## config.mk

```make
export PLATFORM = sky130hd
export DESIGN_NAME = pos_mask_decoder_flat
export DESIGN_NICKNAME = d
export VERILOG_FILES = /design/src/rtl/pos_mask_decoder_if.sv /design/src/rtl/pos_mask_decoder.sv /design/src/flat_wrapper.sv
export SDC_FILE = /design/constraint.sdc
export NUM_CORES = 1
export LEC_CHECK = 0
export CORE_MARGIN = 1
export CORE_UTILIZATION = 47
export CTS_CLUSTER_SIZE = 40
export DETAILED_ROUTE_END_ITERATION = 16
export GPL_TIMING_DRIVEN = 1
export HOLD_SLACK_MARGIN = 0.1
export PLACE_DENSITY_LB_ADDON = 0.08
export SETUP_SLACK_MARGIN = 0.2
export SLEW_MARGIN = 20
export SYNTH_ARGS = -nofsm -noshare
export SYNTH_HDL_FRONTEND = slang
export SYNTH_SLANG_ARGS = --single-unit
```

## constraint.sdc

```tcl
create_clock -name clk -period 1.7 [get_ports clk]
set_input_delay 0.17 -clock clk [delete_from_list [all_inputs] [get_ports clk]]
set_output_delay 0.17 -clock clk [all_outputs]
set_load 0.02 [all_outputs]
```

## src/rtl/pos_mask_decoder_if.sv

```systemverilog
// Handshake bus for pos_mask_decoder.
// Input side : in_valid / in_ready carry one beat of {pos, last}.
// Output side: out_valid / out_ready carry one frame result of {mask, count, dup}.
// master : the producer/consumer environment around the decoder.
// slave  : the decoder itself.
interface pos_mask_decoder_if;
    localparam int unsigned POS_W   = 2;
    localparam int unsigned MASK_W  = 4;
    localparam int unsigned COUNT_W = 3;

    logic               in_valid;
    logic               in_ready;
    logic [POS_W-1:0]   pos;
    logic               last;
    logic               out_valid;
    logic               out_ready;
    logic [MASK_W-1:0]  mask;
    logic [COUNT_W-1:0] count;
    logic               dup;

    modport master (
        output in_valid, pos, last, out_ready,
        input  in_ready, out_valid, mask, count, dup
    );

    modport slave (
        input  in_valid, pos, last, out_ready,
        output in_ready, out_valid, mask, count, dup
    );
endinterface

```

## src/rtl/pos_mask_decoder.sv

```systemverilog
// Frame position-mask decoder.
// Accumulates the one-hot decode of pos over the beats of a frame (terminated by
// last), counting beats (saturating at 7) and flagging repeated positions. The
// frame result is registered and held until the consumer takes it.
// Ports:
//   clk   - rising-edge clock
//   reset - synchronous, active-high reset
//   bus   - slave side of pos_mask_decoder_if (beat input, frame result output)
module pos_mask_decoder (
    input  logic                clk,
    input  logic                reset,
    pos_mask_decoder_if.slave   bus
);
    localparam int unsigned POS_W   = 2;
    localparam int unsigned MASK_W  = 4;
    localparam int unsigned COUNT_W = 3;
    localparam logic [COUNT_W-1:0] CNT_MAX = COUNT_W'(7);

    typedef enum logic [1:0] {
        IDLE  = 2'd0,
        ACCUM = 2'd1,
        EMIT  = 2'd2
    } state_t;

    state_t             state, state_n;
    logic [MASK_W-1:0]  acc, acc_n;
    logic [COUNT_W-1:0] cnt, cnt_n;
    logic               dflag, dflag_n;

    logic               out_valid_q, out_valid_n;
    logic [MASK_W-1:0]  mask_q, mask_n;
    logic [COUNT_W-1:0] count_q, count_n;
    logic               dup_q, dup_n;

    logic [MASK_W-1:0]  onehot_c;
    logic               hit_c;
    logic [COUNT_W-1:0] cnt_inc_c;
    logic               in_ready_c;
    logic               accept_c;

    // Beat decode and per-beat helpers
    always_comb begin
        onehot_c  = MASK_W'(1) << bus.pos;
        hit_c     = |(acc & onehot_c);
        cnt_inc_c = (cnt == CNT_MAX) ? CNT_MAX : cnt + COUNT_W'(1);
        // Ready depends only on state and reset, never on out_ready.
        in_ready_c = (state != EMIT) && !reset;
        accept_c   = bus.in_valid && in_ready_c;
    end

    // State register and all registered outputs
    always_ff @(posedge clk) begin
        if (reset) begin
            state       <= IDLE;
            acc         <= '0;
            cnt         <= '0;
            dflag       <= 1'b0;
            out_valid_q <= 1'b0;
            mask_q      <= '0;
            count_q     <= '0;
            dup_q       <= 1'b0;
        end else begin
            state       <= state_n;
            acc         <= acc_n;
            cnt         <= cnt_n;
            dflag       <= dflag_n;
            out_valid_q <= out_valid_n;
            mask_q      <= mask_n;
            count_q     <= count_n;
            dup_q       <= dup_n;
        end
    end

    // Next-state and next-output logic
    always_comb begin
        state_n     = state;
        acc_n       = acc;
        cnt_n       = cnt;
        dflag_n     = dflag;
        out_valid_n = out_valid_q;
        mask_n      = mask_q;
        count_n     = count_q;
        dup_n       = dup_q;

        case (state)
            IDLE, ACCUM: begin
                if (accept_c) begin
                    if (bus.last) begin
                        // Close the frame: publish result, clear accumulator.
                        mask_n      = acc | onehot_c;
                        count_n     = cnt_inc_c;
                        dup_n       = dflag | hit_c;
                        out_valid_n = 1'b1;
                        acc_n       = '0;
                        cnt_n       = '0;
                        dflag_n     = 1'b0;
                        state_n     = EMIT;
                    end else begin
                        acc_n   = acc | onehot_c;
                        cnt_n   = cnt_inc_c;
                        dflag_n = dflag | hit_c;
                        state_n = ACCUM;
                    end
                end
            end
            EMIT: begin
                // Result fields keep their values after the handshake.
                if (bus.out_ready) begin
                    out_valid_n = 1'b0;
                    state_n     = IDLE;
                end
            end
            default: begin
                state_n = IDLE;
            end
        endcase
    end

    assign bus.in_ready  = in_ready_c;
    assign bus.out_valid = out_valid_q;
    assign bus.mask      = mask_q;
    assign bus.count     = count_q;
    assign bus.dup       = dup_q;
endmodule

```

## src/flat_wrapper.sv

```systemverilog
// flat-port wrapper written by rule: the top's interface ports become plain ports
module pos_mask_decoder_flat 
  (clk, reset, bus_in_valid, bus_pos, bus_last, bus_out_ready, bus_in_ready, bus_out_valid, bus_mask, bus_count, bus_dup);
  pos_mask_decoder_if bus_i ();
  input  logic clk;
  input  logic reset;
  input wire logic [$bits(bus_i.in_valid)-1:0] bus_in_valid;
  input wire logic [$bits(bus_i.pos)-1:0] bus_pos;
  input wire logic [$bits(bus_i.last)-1:0] bus_last;
  input wire logic [$bits(bus_i.out_ready)-1:0] bus_out_ready;
  output wire logic [$bits(bus_i.in_ready)-1:0] bus_in_ready;
  output wire logic [$bits(bus_i.out_valid)-1:0] bus_out_valid;
  output wire logic [$bits(bus_i.mask)-1:0] bus_mask;
  output wire logic [$bits(bus_i.count)-1:0] bus_count;
  output wire logic [$bits(bus_i.dup)-1:0] bus_dup;
  assign bus_i.in_valid = bus_in_valid;
  assign bus_i.pos = bus_pos;
  assign bus_i.last = bus_last;
  assign bus_i.out_ready = bus_out_ready;
  assign bus_in_ready = bus_i.in_ready;
  assign bus_out_valid = bus_i.out_valid;
  assign bus_mask = bus_i.mask;
  assign bus_count = bus_i.count;
  assign bus_dup = bus_i.dup;
  pos_mask_decoder u_core (.clk(clk), .reset(reset), .bus(bus_i));
endmodule
```

==> run_results.csv, run 1 <==
group,metric,value,unit
synthesis,ys_types,25,
synthesis,synth_edf_count,0,
synthesis,syn-num-nets,98,
global_route,grt_usage,17.9,%
hold_path,hold_path.class,"in -> reg",
detailed_routing,drc,0,
critical_path,crit_type,"in -> reg",
synthesis,synth_commonest_cells,"dfxtp_1, nor2_1, a21oi_1",
sta,whs,0.460,ns
die,die_area,1840,sq um
detailed_routing,dr.first_iter.drc_count,5,
hold_path,worstHoldStart,"bus_out_ready",
power,cellLeakagePower,0.377,nW
place,dp.cells,122,
sta,rsz0062_at_grt,"true",
place,globalplace.congestion,0.742,
sta,maxSlewHeadroom,58.8,%
synthesis,yosys_warnings,0,
cts,htree_levels,1,
die,rows,14,
cts,root_buffer,"clkbuf_4",
critical_path,cp.required,1.93,ns
die,die_w,43.0,um
critical_path,cp-start-kind,"input port",
critical_path,path_cells,"clkdlybuf4s50_1 -> buf_4 -> nor3b_1 -> a31oi_1 -> nor2_1",
die,core,1540,sq um
global_route,overflow,0,
critical_path,setup.worst_path.start,"reset",
sta,slew_viol_final,0,
sta,hold_violations,0,
global_route,grt_pass1_wl,2410,um
critical_path,arrival,1.68,ns
cts,cts_buffers,3,
global_route,antenna_found_initial,0,
final_layout,final_nets,119,
synthesis,synthAdderAreaFrac,1.59,%
sta,min_period,1.45,ns
cts,clk_pin_slew,0.11,ns
place,hpwl,1090,um
final_layout,num_antenna_cells,0,
die,die_y,43.0,um
synthesis,synth_ff_type,"dfxtp_1",
die,ios,17,
synthesis,synth_compound_area_share,19.5,%
final_layout,fillerInstances,147,
synthesis,synth_cells,90,
sta,setup_viol,0,
sta,max_clock_freq,691,MHz
synthesis,synth_area_leaders,"dfxtp_1, nor2_1, a211oi_1",
critical_path,critPathMaxFanout,7,
detailed_routing,wire_per_inst,11.4,um
cts,cts_buffer_depth,2,
synthesis,synthMuxAreaShare,3.81,%
place,numPortBuffers,16,
sta,period_share,85.1,%
synthesis,synthArstFlopShare,0,%
sta,tightest_slew,0.616,ns
synthesis,yosysTopAreaCellShare,48.3,%
cts,cts_hold_buf,0,
cts,cts_tree,"built",
detailed_routing,totalWireLength,1430,um
power,power-per-cell-area,820,nW/um^2
power,total_power,0.000831,W
global_route,grt_pass1_vias,584,
die,start_util,51.1,%
synthesis,synth-simple-area-share,21.0,%
final_layout,layout-drive-gt1-share,10.9,%
power,vdd_ir_drop_max,0.557,mV
cts,cts_sinks,19,
run,maxCapViolCount,0,
detailed_routing,antenna_left,0,
cts,clock_latency,0.29,ns
final_layout,finalNonFillerCells,126,
critical_path,max_stage_delay,0.52,ns
cts,post_cts_buffers,0,
final_layout,syn_to_final_growth,28.6,%
synthesis,synth.ff_latch_count,19,
detailed_routing,vias,659,
synthesis,synth_top_family_by_area,"simple AND/OR/NAND/NOR gates",
detailed_routing,first_pass_iters,4,
status,status,"complete, no violations",
critical_path,crit_path_top_delay_cell,"nor3b_1",
global_route,grt_start_max_net_pins,13,
synthesis,synth_xor_xnor_area_share,0,%
synthesis,seq_area_frac_synth,48.3,%
synthesis,synth_area_leader_cell,"dfxtp_1",
critical_path,r2r_start,"u_core.state[1]",
critical_path,worstSetupEndpointType,"flip-flop",
detailed_routing,vias_per_cell,5.23,
synthesis,syn_avg_cell_area,8.76,sq um
synthesis,synthesis.area,788,sq um
sta,skew,0.00413,ns
what timing repair did:
| item | 4_1_cts | 5_1_grt |
|---|---|---|
| resized for setup | 1 | 2 |
| cloned | 0 | 0 |
| setup endpoints to repair | 1 | 2 |
cells in the final DEF, fill, tap and decap left out, types with 6 or more instances in the layout:
master           Yosys  final
nor2_1              19     19
buf_4                0      6
dfxtp_1             19     18
a21oi_1              9      9
clkdlybuf4s50_1      0     15
a211oi_1             8      8
final timing paths:
check | cells past startpoint | end | slack (ns)
worst max-delay path | 5 | u_core.acc[3] | 0.25
worst min-delay path | 2 | u_core.bus.out_valid | 0.46
worst max register to register | 3 | u_core.cnt[0] | 0.33
worst min register to register | 2 | u_core.cnt[1] | 0.46
cell type report:
cell class | count | area [sq um] | share of cell area (%)
flip-flops and latches | 19 | 382 | 37.7
multi-input cells | 62 | 370 | 36.5
repair buffers | 22 | 204 | 20.1
clock buffers | 4 | 26.3 | 2.59
well taps | 16 | 20.0 | 1.98
inverters | 3 | 11.3 | 1.11
per-stage QoR:
stage	util [%]	cell area [sq um]	worst slack, ns	TNS [ns]
2_1_floorplan	-	788	0.353	0
5_1_grt	65.7	1010	0.199	0
3_3_place_gp	63.9	985	-0.0278	-0.0484
6_report	65.7	1010	0.253	0
3_5_place_dp	63.9	985	-0.0243	-0.0915
4_1_cts	65.5	1010	0.201	0
flip-flops by register name (all words and copies together), names as in the netlist:
name,cells
u_core.bus.out_valid,1
u_core.acc,4
u_core.bus.dup,1
u_core.cnt,3
u_core.bus.mask,4
u_core.state,2
u_core.dflag,1
u_core.bus.count,3
critical path: cells and delay by family:
| family | cells | cell delay (ns) |
|---|---|---|
| simple gates | 2 | 0.63 |
| buf+inv | 2 | 0.72 |
| compound gates | 1 | 0.16 |
power by group:
group	switching, W	internal (W)
Combinational	0.0000668	0.0000660
Clock	0.000133	0.0000912
Sequential	0.0000104	0.000463
Total	0.000210	0.000621
metal layers:
metal / GRT usage (%) / wire length, um / vias up
met3: 2.55 / 70 / 2
met4: 10.9 / 19 / 0
met2: 27.0 / 632 / 15
met5: 0 / 0 / -
met1: 24.1 / 709 / 289
li1: - / - / 353
kinds of logic (layout without fill, tap and decap cells):
family / after synthesis / count (layout)
AND/OR/NAND/NOR: 34 / 34
AO/OA/AOI/OAI: 24 / 24
flip-flops: 19 / 19
multiplexers: 3 / 3
adder cells (fa/ha/maj): 1 / 1
buffers and inverters: 9 / 29
Note: power is estimated with default switching activity, not from simulation.
==> run 2, diff against run 1 <==
--- a/config.mk
+++ b/config.mk
@@ -5,8 +5,9 @@
 export SDC_FILE = /design/constraint.sdc
 export NUM_CORES = 1
 export LEC_CHECK = 0
-export CORE_MARGIN = 1
-export CORE_UTILIZATION = 47
+export CELL_PAD_IN_SITES_DETAIL_PLACEMENT = 0
+export CELL_PAD_IN_SITES_GLOBAL_PLACEMENT = 1
+export CORE_UTILIZATION = 35
 export CTS_CLUSTER_SIZE = 40
 export DETAILED_ROUTE_END_ITERATION = 16
 export GPL_TIMING_DRIVEN = 1
==> run 2 against run 1 <==
Non-clock buffer count rose by 1. Via count fell by 2.7%. Final area rose by 3.0%. Die area rose by 33%. Worst setup slack improved by 0.027 ns. Hold slack got worse by 0.0077 ns. Sequential cell count did not move. Utilization fell by 15 points. Critical path type is now reg -> reg.
==> run_results.csv, run 2 (same netlist as run 1, synthesis figures left out) <==
group,metric,value,unit
place,hpwl,1120,um
sta,rsz0062_at_grt,"true",
final_layout,layout_commonest_cell,"nor2_1",
cts,cts_buffer_depth,2,
sta,min_period,1.42,ns
final_layout,final_cell_mix,"nor2_1, dfxtp_1, clkdlybuf4s50_1",
cts,cts_buffers,3,
power,power-per-cell-area,799,nW/um^2
die,ios,17,
place,place_area,1010,sq um
place,globalplace.congestion,0.732,
power,comb_power_share,16.2,%
cts,htree_levels,1,
power,power.internal,0.000618,W
final_layout,num_antenna_cells,0,
critical_path,critPathMaxFanout,6,
sta,max_clock_freq,704,MHz
detailed_routing,vias,641,
sta,tightest_slew,0.405,ns
critical_path,worstSetupEndpointType,"flip-flop",
cts,clock_latency,0.30,ns
final_layout,syn_to_final_growth,32.4,%
detailed_routing,dr.first_iter.drc_count,15,
detailed_routing,first_pass_iters,4,
global_route,grt_pass1_wl,2610,um
detailed_routing,vias_per_cell,4.64,
power,swShare,25.8,%
die,start_util,38.6,%
final_layout,final_nets,120,
critical_path,cp.required,1.93,ns
global_route,grt_pass1_vias,582,
detailed_routing,antenna_left,0,
final_layout,multi_input_area,375,sq um
cts,cts_tree,"built",
global_route,grtUsageMet1,19.7,%
critical_path,crit_type,"reg -> reg",
critical_path,crit_path_top_delay_cell,"or3b_1",
final_layout,fillerInstances,215,
power,vdd_ir_drop_max,0.429,mV
global_route,grt_start_max_net_pins,18,
detailed_routing,wire_per_inst,10.8,um
die,die_area,2450,sq um
global_route,grt_usage,14.3,%
status,status,"complete, no violations",
die,die_w,49.5,um
global_route,grt_use_met3,5.56,%
die,core,2040,sq um
critical_path,max_stage_delay,0.45,ns
sta,worst_slack,0.280,ns
critical_path,arrival,1.65,ns
hold_path,hold_path.class,"in -> reg",
sta,skew,0.00344,ns
run,maxCapViolCount,0,
sta,period_share,83.5,%
global_route,antenna_found_initial,0,
place,dpl_worst_slack,-0.0238,ns
place,numPortBuffers,16,
cts,clk_pin_slew,0.11,ns
global_route,use_met2,20.5,%
sta,slew_viol_final,0,
critical_path,path_cells,"or3b_1 -> or3_1 -> a21oi_1",
detailed_routing,drc,0,
critical_path,crit_family,"simple AND/OR/NAND/NOR gates",
detailed_routing,totalWireLength,1490,um
sta,maxSlewHeadroom,72.9,%
critical_path,cp-start-kind,"flip-flop",
cts,root_buffer,"clkbuf_4",
critical_path,crit_buf_inv,0,
global_route,top_usage_layer,"met2",
cts,cts_sinks,19,
power,cellLeakagePower,0.386,nW
sta,whs,0.452,ns
global_route,overflow,0,
power,switching_power,0.000215,W
die,rows,16,
die,die_y,49.5,um
sta,hold_violations,0,
final_layout,seq_area,384,sq um
final_layout,post-route-cell-area,1040,sq um
cts,cts_hold_buf,0,
power,seq_power_share,56.8,%
power,clkPwrFrac,27.0,%
final_layout,layout-drive-gt1-share,12.6,%
sta,setup_viol,0,
run 2: cell count changes in the layout (fill, tap and decap cells not counted):
cell and change:
nor2b_2 -1, clkinv_2 +1, dfxtp_4 +1, buf_4 +1
dfxtp_2 -1, clkbuf_1 -1, nor2b_4 +1
run 2: layout make-up:
cell class / count / share of cell area, %
well taps: 27 / 3.24
inverters: 3 / 1.08
clock inverters: 1 / 0.480
flip-flops and latches: 19 / 36.8
clock buffers: 3 / 2.16
multi-input cells: 62 / 36.0
repair buffers: 23 / 20.3
run 2: final timing paths:
kind                            slack (ns)  depth (start not counted)              endpoint       startpoint
worst min-delay path                  0.45                          2  u_core.bus.out_valid    bus_out_ready
worst max-delay path                  0.28                          3         u_core.cnt[0]  u_core.state[1]
worst min register to register        0.47                          2         u_core.cnt[1]    u_core.cnt[1]
worst max register to register        0.28                          3         u_core.cnt[0]  u_core.state[1]
run 2: metrics by stage:
step / total power [W] / utilization [%] / cells / setup TNS (ns)
floorplan: 0.000559 / - / 90 / 0
detailed placement: 0.000620 / 49.3 / 134 / -0.0238
global route: 0.000885 / 51.1 / 138 / 0
CTS: 0.000846 / 50.7 / 138 / 0
global placement: 0.000619 / 49.3 / 134 / 0
finish: 0.000834 / 51.1 / 138 / 0
run 2: power by group through the flow:
stage	combinational [W]	sequential (W)	clock [W]
after floorplan	0.0000628	0.000496	0
after global placement	0.000136	0.000483	0
after detailed placement	0.000136	0.000484	0
after CTS	0.000135	0.000474	0.000237
after global routing	0.000147	0.000477	0.000261
final	0.000135	0.000474	0.000225
run 2: timing repair:
item / CTS / global route
gates resized for setup: 3 / 2
setup endpoints to repair: 1 / 1
setup buffers: 0 / 0
run 2: metal layers:
metal	routed length (um)	share of wire, %
met1	802	54
met2	598	40
met3	76	5.1
met4	12	0.81
met5	0	0
==> run 3, diff against run 2 <==
--- a/config.mk
+++ b/config.mk
@@ -7,7 +7,7 @@
 export LEC_CHECK = 0
 export CELL_PAD_IN_SITES_DETAIL_PLACEMENT = 0
 export CELL_PAD_IN_SITES_GLOBAL_PLACEMENT = 1
-export CORE_UTILIZATION = 35
+export CORE_UTILIZATION = 32
 export CTS_CLUSTER_SIZE = 40
 export DETAILED_ROUTE_END_ITERATION = 16
 export GPL_TIMING_DRIVEN = 1
==> constraint.sdc (replaced) <==
create_clock -name clk -period 1.1 [get_ports clk]
set_input_delay 0.11 -clock clk [delete_from_list [all_inputs] [get_ports clk]]
set_output_delay 0.11 -clock clk [all_outputs]
set_load 0.02 [all_outputs]
==> run 3 against run 2 <==
Worst setup slack got worse by 0.50 ns. Largest cell class is now multi-input combinational cells. Hold slack worse by 0.11 ns. Die area grew 9.0%. Sequential power up 56%. The run now ends with setup timing left. Sequential cell count unchanged. First-iteration DRC count shrank 47%. Non-clock buffer count up 23.
==> run_results.csv, run 3 (same netlist as run 1, synthesis figures left out) <==
group,metric,value,unit
critical_path,critPathMaxFanout,5,
die,ios,17,
detailed_routing,wire_per_inst,12.6,um
power,vdd_ir_drop_max,0.763,mV
power,clkPwrFrac,25.9,%
power,power.internal,0.00103,W
global_route,grt_pass1_wl,3040,um
power,cellLeakagePower,0.569,nW
critical_path,worstSetupEndpointType,"flip-flop",
power,switching_power,0.000391,W
detailed_routing,vias,779,
final_layout,final_cell_mix,"buf_4, nor2_1, buf_6",
place,globalplace.congestion,0.720,
detailed_routing,drc,0,
die,core,2280,sq um
power,total_power,0.00142,W
cts,cts_tree,"built",
sta,rsz0062_at_grt,"true",
status,status,"complete, but fails checks",
sta,skew,0.00291,ns
final_layout,finalNonFillerCells,162,
detailed_routing,vias_per_cell,4.81,
run,maxCapViolCount,0,
cts,htree_levels,1,
detailed_routing,totalWireLength,2050,um
global_route,grt_pass1_vias,685,
final_layout,syn_to_final_growth,73.8,%
critical_path,arrival,1.56,ns
power,power-per-cell-area,1040,nW/um^2
die,die_y,51.6,um
sta,worst_slack,-0.218,ns
sta,hold_violations,0,
cts,cts_buffer_depth,2,
power,seq_power_share,52.0,%
final_layout,layout_commonest_cell,"buf_4",
global_route,overflow,0,
cts,clk_pin_slew,0.11,ns
power,comb_power_share,22.2,%
cts,root_buffer,"clkbuf_4",
hold_path,hold_path.class,"in -> reg",
detailed_routing,dr.first_iter.drc_count,8,
sta,slew_viol_final,0,
final_layout,layout-drive-gt1-share,57.5,%
power,swShare,27.5,%
sta,max_clock_freq,758,MHz
sta,period_share,120,%
place,dp.cells,146,
cts,cts_hold_buf,0,
global_route,antenna_found_initial,0,
die,die_area,2670,sq um
sta,maxSlewHeadroom,80.4,%
global_route,grt_start_max_net_pins,14,
cts,cts_sinks,19,
final_layout,final_util,60.2,%
cts,clock_latency,0.30,ns
die,die_w,51.6,um
sta,setup_viol,19,
critical_path,crit_type,"reg -> reg",
sta,tightest_slew,0.295,ns
detailed_routing,antenna_left,0,
final_layout,multi_input_area,478,sq um
status,violations,"setup timing",
global_route,grt_usage,16.0,%
sta,min_period,1.32,ns
final_layout,seq_area,395,sq um
die,rows,17,
place,numPortBuffers,16,
final_layout,fillerInstances,208,
critical_path,cp-start-kind,"flip-flop",
final_layout,final_nets,143,
detailed_routing,first_pass_iters,4,
critical_path,cp.required,1.35,ns
cts,cts_buffers,3,
die,start_util,34.6,%
place,hpwl,1310,um
final_layout,num_antenna_cells,0,
==> run 3: cell type report <==
type | instances | area share, %
multi-input combinational | 62 | 34.9
tap | 28 | 2.56
sequential | 19 | 28.9
clock buffer | 4 | 1.92
inverter | 3 | 0.822
timing repair buffer | 46 | 31.0
==> run 3: power by group through the flow <==
stage          Clock [W]  Combinational [W]  Sequential [W]
2_1_floorplan          0           0.000107        0.000767
3_3_place_gp           0           0.000237        0.000747
3_5_place_dp           0           0.000239        0.000749
4_1_cts         0.000390           0.000249        0.000739
5_1_grt         0.000418           0.000340        0.000743
6_report        0.000368           0.000315        0.000739
==> run 3: metal layers <==
| layer | GRT usage [%] | share of wire, % |
|---|---|---|
| met4 | 2.70 | 0.68 |
| met5 | 0 | 0 |
| met3 | 6.14 | 3.1 |
| met1 | 19.4 | 49 |
| met2 | 26.8 | 47 |
==> run 3: critical path, stage by stage (launching register included) <==
cell and delay, ns:
dfxtp_4 0.38, or3b_4 0.40, or3_4 0.38, a21oi_2 0.11
==> run 3: worst paths after layout <==
check	startpoint	slack, ns	to	depth (start not counted)
setup / recovery	u_core.state[1]	-0.22	u_core.cnt[1]	3
hold / removal	reset	0.34	u_core.cnt[1]	3
setup reg to reg	u_core.state[1]	-0.22	u_core.cnt[1]	3
hold reg to reg	u_core.acc[0]	0.48	u_core.acc[0]	2
==> run 3: timing repair <==
action / in CTS / in global routing
pin swaps: 0 / 13
setup endpoints to repair: 28 / 28
gates cloned: 0 / 1
buffers inserted: 2 / 9
resized for setup: 70 / 31
==> run 3: stage by stage <==
step | setup slack, ns | setup TNS, ns | hold WS [ns] | cell area, sq um
floorplan | -0.206 | -0.687 | 0.205 | 816
global placement | -0.489 | -8.12 | 0.460 | 1100
detailed placement | -0.530 | -8.43 | 0.465 | 1100
CTS | -0.210 | -1.92 | 0.273 | 1170
global route | -0.270 | -3.61 | 0.332 | 1370
finish | -0.218 | -2.20 | 0.339 | 1370
